**config.mk**
```make
export PLATFORM = sky130hd
export DESIGN_NAME = mem_access_ctrl
export DESIGN_NICKNAME = d
export VERILOG_FILES = /design/src/rtl/mem_access_ctrl.sv
export SDC_FILE = /design/constraint.sdc
export NUM_CORES = 1
export LEC_CHECK = 0
export BUFFER_PORTS_ARGS = -buffer_cell sky130_fd_sc_hd__buf_2
export CAP_MARGIN = 20
export CORE_MARGIN = 2
export CORE_UTILIZATION = 30
export DETAILED_ROUTE_END_ITERATION = 16
export GPL_TIMING_DRIVEN = 1
export PLACE_DENSITY = 0.55
export SYNTH_ARGS = -nofsm -noshare
export SYNTH_HDL_FRONTEND = slang
export SYNTH_SLANG_ARGS = --single-unit
```
**constraint.sdc**
```tcl
create_clock -name clk_i -period 2.1 [get_ports clk_i]
set_clock_uncertainty 0.05 [all_clocks]
set_input_delay 0.21 -clock clk_i [delete_from_list [all_inputs] [get_ports clk_i]]
set_output_delay 0.21 -clock clk_i [all_outputs]
set_load 0.01 [all_outputs]
```
**src/rtl/mem_access_ctrl.sv**
```systemverilog
// mem_access_ctrl: sequences setup / write-enable pulse / hold for a
// latch-based word array and samples the array read bus on reads.
//
// Ports:
//   clk_i, rst_i          clock, async active-high reset
//   Req_i, WrRd_i         request strobe, 1=write 0=read
//   Addr_i, WrData_i      row address and write data
//   Ready_o, Ack_o        idle flag, one-cycle completion pulse
//   RdData_o              last read result
//   RowSel_o, WEn_o       one-hot row select and write enable to array
//   ArrData_o, ArrData_i  array write bus / array read bus
`timescale 1ns/1ps
module mem_access_ctrl #(
  parameter int BUSWIDTH   = 8,
  parameter int ADDRWIDTH  = 4,
  parameter int WEN_CYCLES = 2
) (
  input  logic                      clk_i,
  input  logic                      rst_i,
  input  logic                      Req_i,
  input  logic                      WrRd_i,
  input  logic [ADDRWIDTH-1:0]      Addr_i,
  input  logic [BUSWIDTH-1:0]       WrData_i,
  output logic                      Ready_o,
  output logic                      Ack_o,
  output logic [BUSWIDTH-1:0]       RdData_o,
  output logic [(1<<ADDRWIDTH)-1:0] RowSel_o,
  output logic                      WEn_o,
  output logic [BUSWIDTH-1:0]       ArrData_o,
  input  logic [BUSWIDTH-1:0]       ArrData_i
);

  localparam int DEPTH = 1 << ADDRWIDTH;
  localparam int CW    = (WEN_CYCLES > 1) ? $clog2(WEN_CYCLES) : 1;
  localparam logic [CW-1:0] CNT_LOAD = CW'(WEN_CYCLES - 1);

  typedef enum logic [2:0] {
    IDLE,
    SETUP,
    PULSE,
    HOLD,
    SAMPLE,
    DONE
  } state_t;

  state_t          state;
  logic            op_wr;
  logic [CW-1:0]   cnt;

  // Every array-facing output is loaded one edge ahead of the state
  // that owns it, so the cells only ever see flop outputs.
  always_ff @(posedge clk_i or posedge rst_i) begin
    if (rst_i) begin
      state     <= IDLE;
      op_wr     <= 1'b0;
      cnt       <= '0;
      Ready_o   <= 1'b1;
      Ack_o     <= 1'b0;
      RdData_o  <= '0;
      RowSel_o  <= '0;
      WEn_o     <= 1'b0;
      ArrData_o <= '0;
    end else begin
      unique case (state)
        IDLE: begin
          if (Req_i) begin
            op_wr    <= WrRd_i;
            RowSel_o <= DEPTH'(1) << Addr_i;
            if (WrRd_i) begin
              ArrData_o <= WrData_i;
            end
            Ready_o  <= 1'b0;
            state    <= SETUP;
          end
        end
        SETUP: begin
          if (op_wr) begin
            WEn_o <= 1'b1;
            cnt   <= CNT_LOAD;
            state <= PULSE;
          end else begin
            state <= SAMPLE;
          end
        end
        PULSE: begin
          if (cnt == '0) begin
            WEn_o <= 1'b0;
            state <= HOLD;
          end else begin
            cnt <= cnt - CW'(1);
          end
        end
        HOLD: begin
          RowSel_o <= '0;
          Ack_o    <= 1'b1;
          state    <= DONE;
        end
        SAMPLE: begin
          RdData_o <= ArrData_i;
          RowSel_o <= '0;
          Ack_o    <= 1'b1;
          state    <= DONE;
        end
        DONE: begin
          Ack_o   <= 1'b0;
          Ready_o <= 1'b1;
          state   <= IDLE;
        end
        default: begin
          state <= IDLE;
        end
      endcase
    end
  end

endmodule
```
-- Word-level counts from Yosys, hierarchy flattened
Cells that the tools add are included.
- output and inout port bits: 35
- register bits after elaboration: 40
- logic and storage cells: 46
- shifts and indexed selects: 1
- $add $sub $neg: 1
- mux-type cells: 14
- eq/ne operators: 8
- reductions and logical operators: 13
- operators by type and width (cell ; count):
    16-bit case mux with 2 select lines ; 1
    16-bit 2-to-1 mux ; 1
    1-bit by 4-bit left shift with 16-bit output (first input constant) ; 1
    3-bit case mux with 4 select lines ; 1
    2-bit AND reduction ; 5
    3-bit 2-to-1 mux ; 3
    1-bit case mux with 2 select lines ; 4
    2-bit nonzero test ; 4
    3-bit by 2-bit == test with 1-bit output (second input constant) ; 2
    3-bit == test (second input constant) ; 2
    2-bit inequality test (second input constant) ; 3
    3-bit AND reduction ; 2
    1-bit 2-to-1 mux ; 4
    3-bit by 1-bit == test with 1-bit output (second input constant) ; 1
    3-bit logical NOT ; 1
    2-bit OR reduction ; 1
    1-bit subtractor (second input constant) ; 1

-- Depth between registers and ports, before layout
- word-level depth: 4
- gate-level depth with buffers: 5

-- Worst setup path before layout
OpenSTA, ideal clock, no wires.
- path kind: register to register
- start: reg state[0]
- end: reg RowSel_o[0]
- period minus slack after synthesis: 1.704 ns
- path slack: 0.396 ns
- data arrival time: 1.592 ns
- stages on the path, launching flop included: 5
- setup time: 0.062 ns
- cells stage by stage: dfrtp_1 -> or4b_1 -> buf_2 -> or3_4 -> a2bb2o_4
- cells in the longest elaborated chain, start to end: 4
- elaborated cells between the ends (all ways): 8
- classes of those cells: 3 x eq/ne; 1 x mux; 4 x reduce/logical
- ends and longest elaborated chain (item ; RTL line ; source):
    from (decl) ; 46 ; state_t state;
    from (signal assigned) ; 54 ; state <= IDLE;
    from (signal assigned) ; 73 ; state <= SETUP;
    from (signal assigned) ; 80 ; state <= PULSE;
    3-bit == test / 3-bit by 2-bit == test with 1-bit output (equally long branches) ; 64 ; unique case (state)
    2-bit OR reduction (no source line) ; -- ;
    2-bit nonzero test (no source line) ; -- ;
    2-bit AND reduction (no source line) ; -- ;
    to (signal assigned) ; 68 ; RowSel_o <= DEPTH'(1) << Addr_i;
    to (decl) ; 27 ; output logic [(1<<ADDRWIDTH)-1:0] RowSel_o,
Parallel ways exist; a longest one is shown, timed or not.
A chain may end at the register's enable or synchronous reset.

-- Final worst setup path
- start: reg state[2]
- end: reg RowSel_o[0]
The elaborated chain is that of the path after synthesis.

==> reports/results.tsv <==
metric	value	unit
status	completed	
Yosys reg bits	40	
Worst Setup End Kind	register	
commonest non-fill, non-tap cell in the layout	buf_2	
fin area	0.002158	mm^2
reg2reg setup slack	0.30	ns
Ant. Diodes	0	
Slew @ Worst Pin	0.5032	ns
HP Class	in2reg	
Clock Pin Slew Worst Setup and Hold Paths	0.08	ns
via count	1186	
Avg Inst Size Synth	12.71	um^2
Warnings, synthesis	0	
PortBufs	58	
cell area after synthesis	0.001639	mm^2
Net count, final	219	
drt wl/cell	13.01	um
number of setup violations in the final report	0	
post-synth cell types	27	
Clock Latency Late Sink	0.29	ns
most frequent cells in the layout	buf_2 (58), dfrtp_1 (39), mux2_2 (16), nand2_1 (12), o2bb2ai_1 (11)	
Main synth FF type	dfrtp_1	
area growth from synthesis to layout	31.68	%
DRC violations left	0	
fmax	555.9	MHz
Synth Instances	129	
initial antenna violation count	0	
largest net degree at the start of global routing	41	
unrepaired setup endpoints after global routing	no	
number of global-route vias before repair	1247	
io pins	59	
Max Cap Viol	0	
Lkg Pwr	1.038	nW
Pwr per Cell Area	1300	mW/mm^2
Slew HR	66.45	%
EDFF count, synth	0	
share of layout cells above drive strength 1	47.45	%
fin crit period	1.799	ns
Root Driver	clkbuf_8	
setup_tns	0	ns
GR Util met3	5.233	%
total CTS buffers	5	
final WL	3460	um
clock buffer depth	2	
Final Cycle Share	85.66	%
worst-path maximum fanout	10	
Max Slew Vio Count	0	
H-tree levels	2	
synthesized net count	153	
GR Overflow Total	0	
Post-CTS Setup Bufs	0	
routability cong.	0.7274	
GRT met2 Usage	18.97	%
via/cell ratio	4.459	
Cell Area, Placed	0.002037	mm^2
1st-pass router iterations	4	
crit path kind	reg2reg	
CP required	2.29	ns
met1 GRT Util	16.89	%
Core Box Area	0.005205	mm^2
initial drt markers	38	
initial core utilization	31.49	%
register area share after synthesis	61.15	%
die area	0.006071	mm^2
Setup crit start kind	register	
worst-case vdd ir drop	642.7	uV
Die Y	77.92	um
first-pass GRT wire length	6072	um
Core Rows	26	
Critical Path AT	1.99	ns
busiest metal layer after global routing	met2	
final hold vios	0	
Total GRT Usage	12.83	%
chip width	77.92	um
CTS Sinks	40	
ys async rst share	100.0	%
Detail Placement HPWL	2484	um
Post-DRT Antenna Nets	0	
CTS tree	yes	
cells in the mapped netlist (3+ instances only):
| master | number | area (um^2) |
|---|---|---|
| clkbuf_1 | 3 | 11.26 |
| dfrtp_1 | 39 | 975.9 |
| o21ai_0 | 4 | 20.02 |
| or3_1 | 5 | 31.28 |
| a21oi_1 | 8 | 40.04 |
| nand3b_1 | 3 | 22.52 |
| nor2_1 | 3 | 11.26 |
| nand2_1 | 12 | 45.04 |
| mux2_2 | 16 | 180.2 |
| o2bb2ai_1 | 11 | 96.34 |
| nand2b_1 | 5 | 31.28 |
per-layer routing:
layer  part of all wire (%)  wire, um
met1                     49      1696
met2                     42      1453
met3                    7.3       254
met4                    1.6        55
met5                      0         0
final timing paths:
kind                         startpoint  cells past startpoint           to
min                        ArrData_i[2]                      2  RdData_o[2]
max in group asynchronous         rst_i                      4      Ready_o
max reg2reg                    state[2]                      3  RowSel_o[0]
min reg2reg                 RowSel_o[4]                      1  RowSel_o[4]
min in group asynchronous         rst_i                      4  RdData_o[0]
max                            state[2]                      3  RowSel_o[0]
cells by family after synthesis:
group / synth area share (%)
compound gates: 12.21
mux: 11.60
simple gates: 13.05
flops: 61.15
buf+inv: 1.985
where the power goes:
part	leakage [nW]	total [W]	switching [W]	internal, W
registers	0.502	0.00116	0.000126	0.00103
clock network	0.0541	0.000618	0.000267	0.000352
logic	0.482	0.00103	0.000529	0.000502
total	1.04	0.00281	0.000922	0.00188
cell type report:
type	instances	area, um^2
Clock buffer	5	68.82
Fill cell	519	3047
Inverter	2	7.507
Timing Repair Buffer	65	345.3
Sequential cell	40	1002
Multi-Input combinational cell	81	604.3
Clock inverter	3	42.54
Tap cell	70	87.58
stage by stage:
stage          std cells  power, W  setup WS [ns]  utilization [%]  hold WS (ns)
2_1_floorplan        129  0.001821         0.3961                -        0.3106
3_3_place_gp         257  0.002205         0.3538            39.13        0.3151
3_5_place_dp         257  0.002215         0.3031            39.13        0.3142
4_1_cts              266  0.002854         0.2819            41.47       0.08548
5_1_grt              266  0.003024         0.1394            41.47       0.08312
6_report             266  0.002805         0.3010            41.47       0.09650
what timing repair did:
item	in CTS	in global routing
resized for setup	0	0
hold buffers	1	0
hold endpoints to repair	24	0
sequential cells by signal, summed over array words and instances, names as in the netlist:
| name | count |
|---|---|
| RdData_o | 8 |
| state | 3 |
| Ready_o | 1 |
| cnt | 1 |
| ArrData_o | 8 |
| op_wr | 1 |
| WEn_o | 1 |
| RowSel_o | 16 |
| Ack_o | 1 |
critical path, stage by stage, from the launching register on:
cell	delay, ns
dfrtp_1	0.38
or4b_1	0.68
or3_4	0.41
a2bb2o_4	0.22
Power figures use the tool's default switching activity.
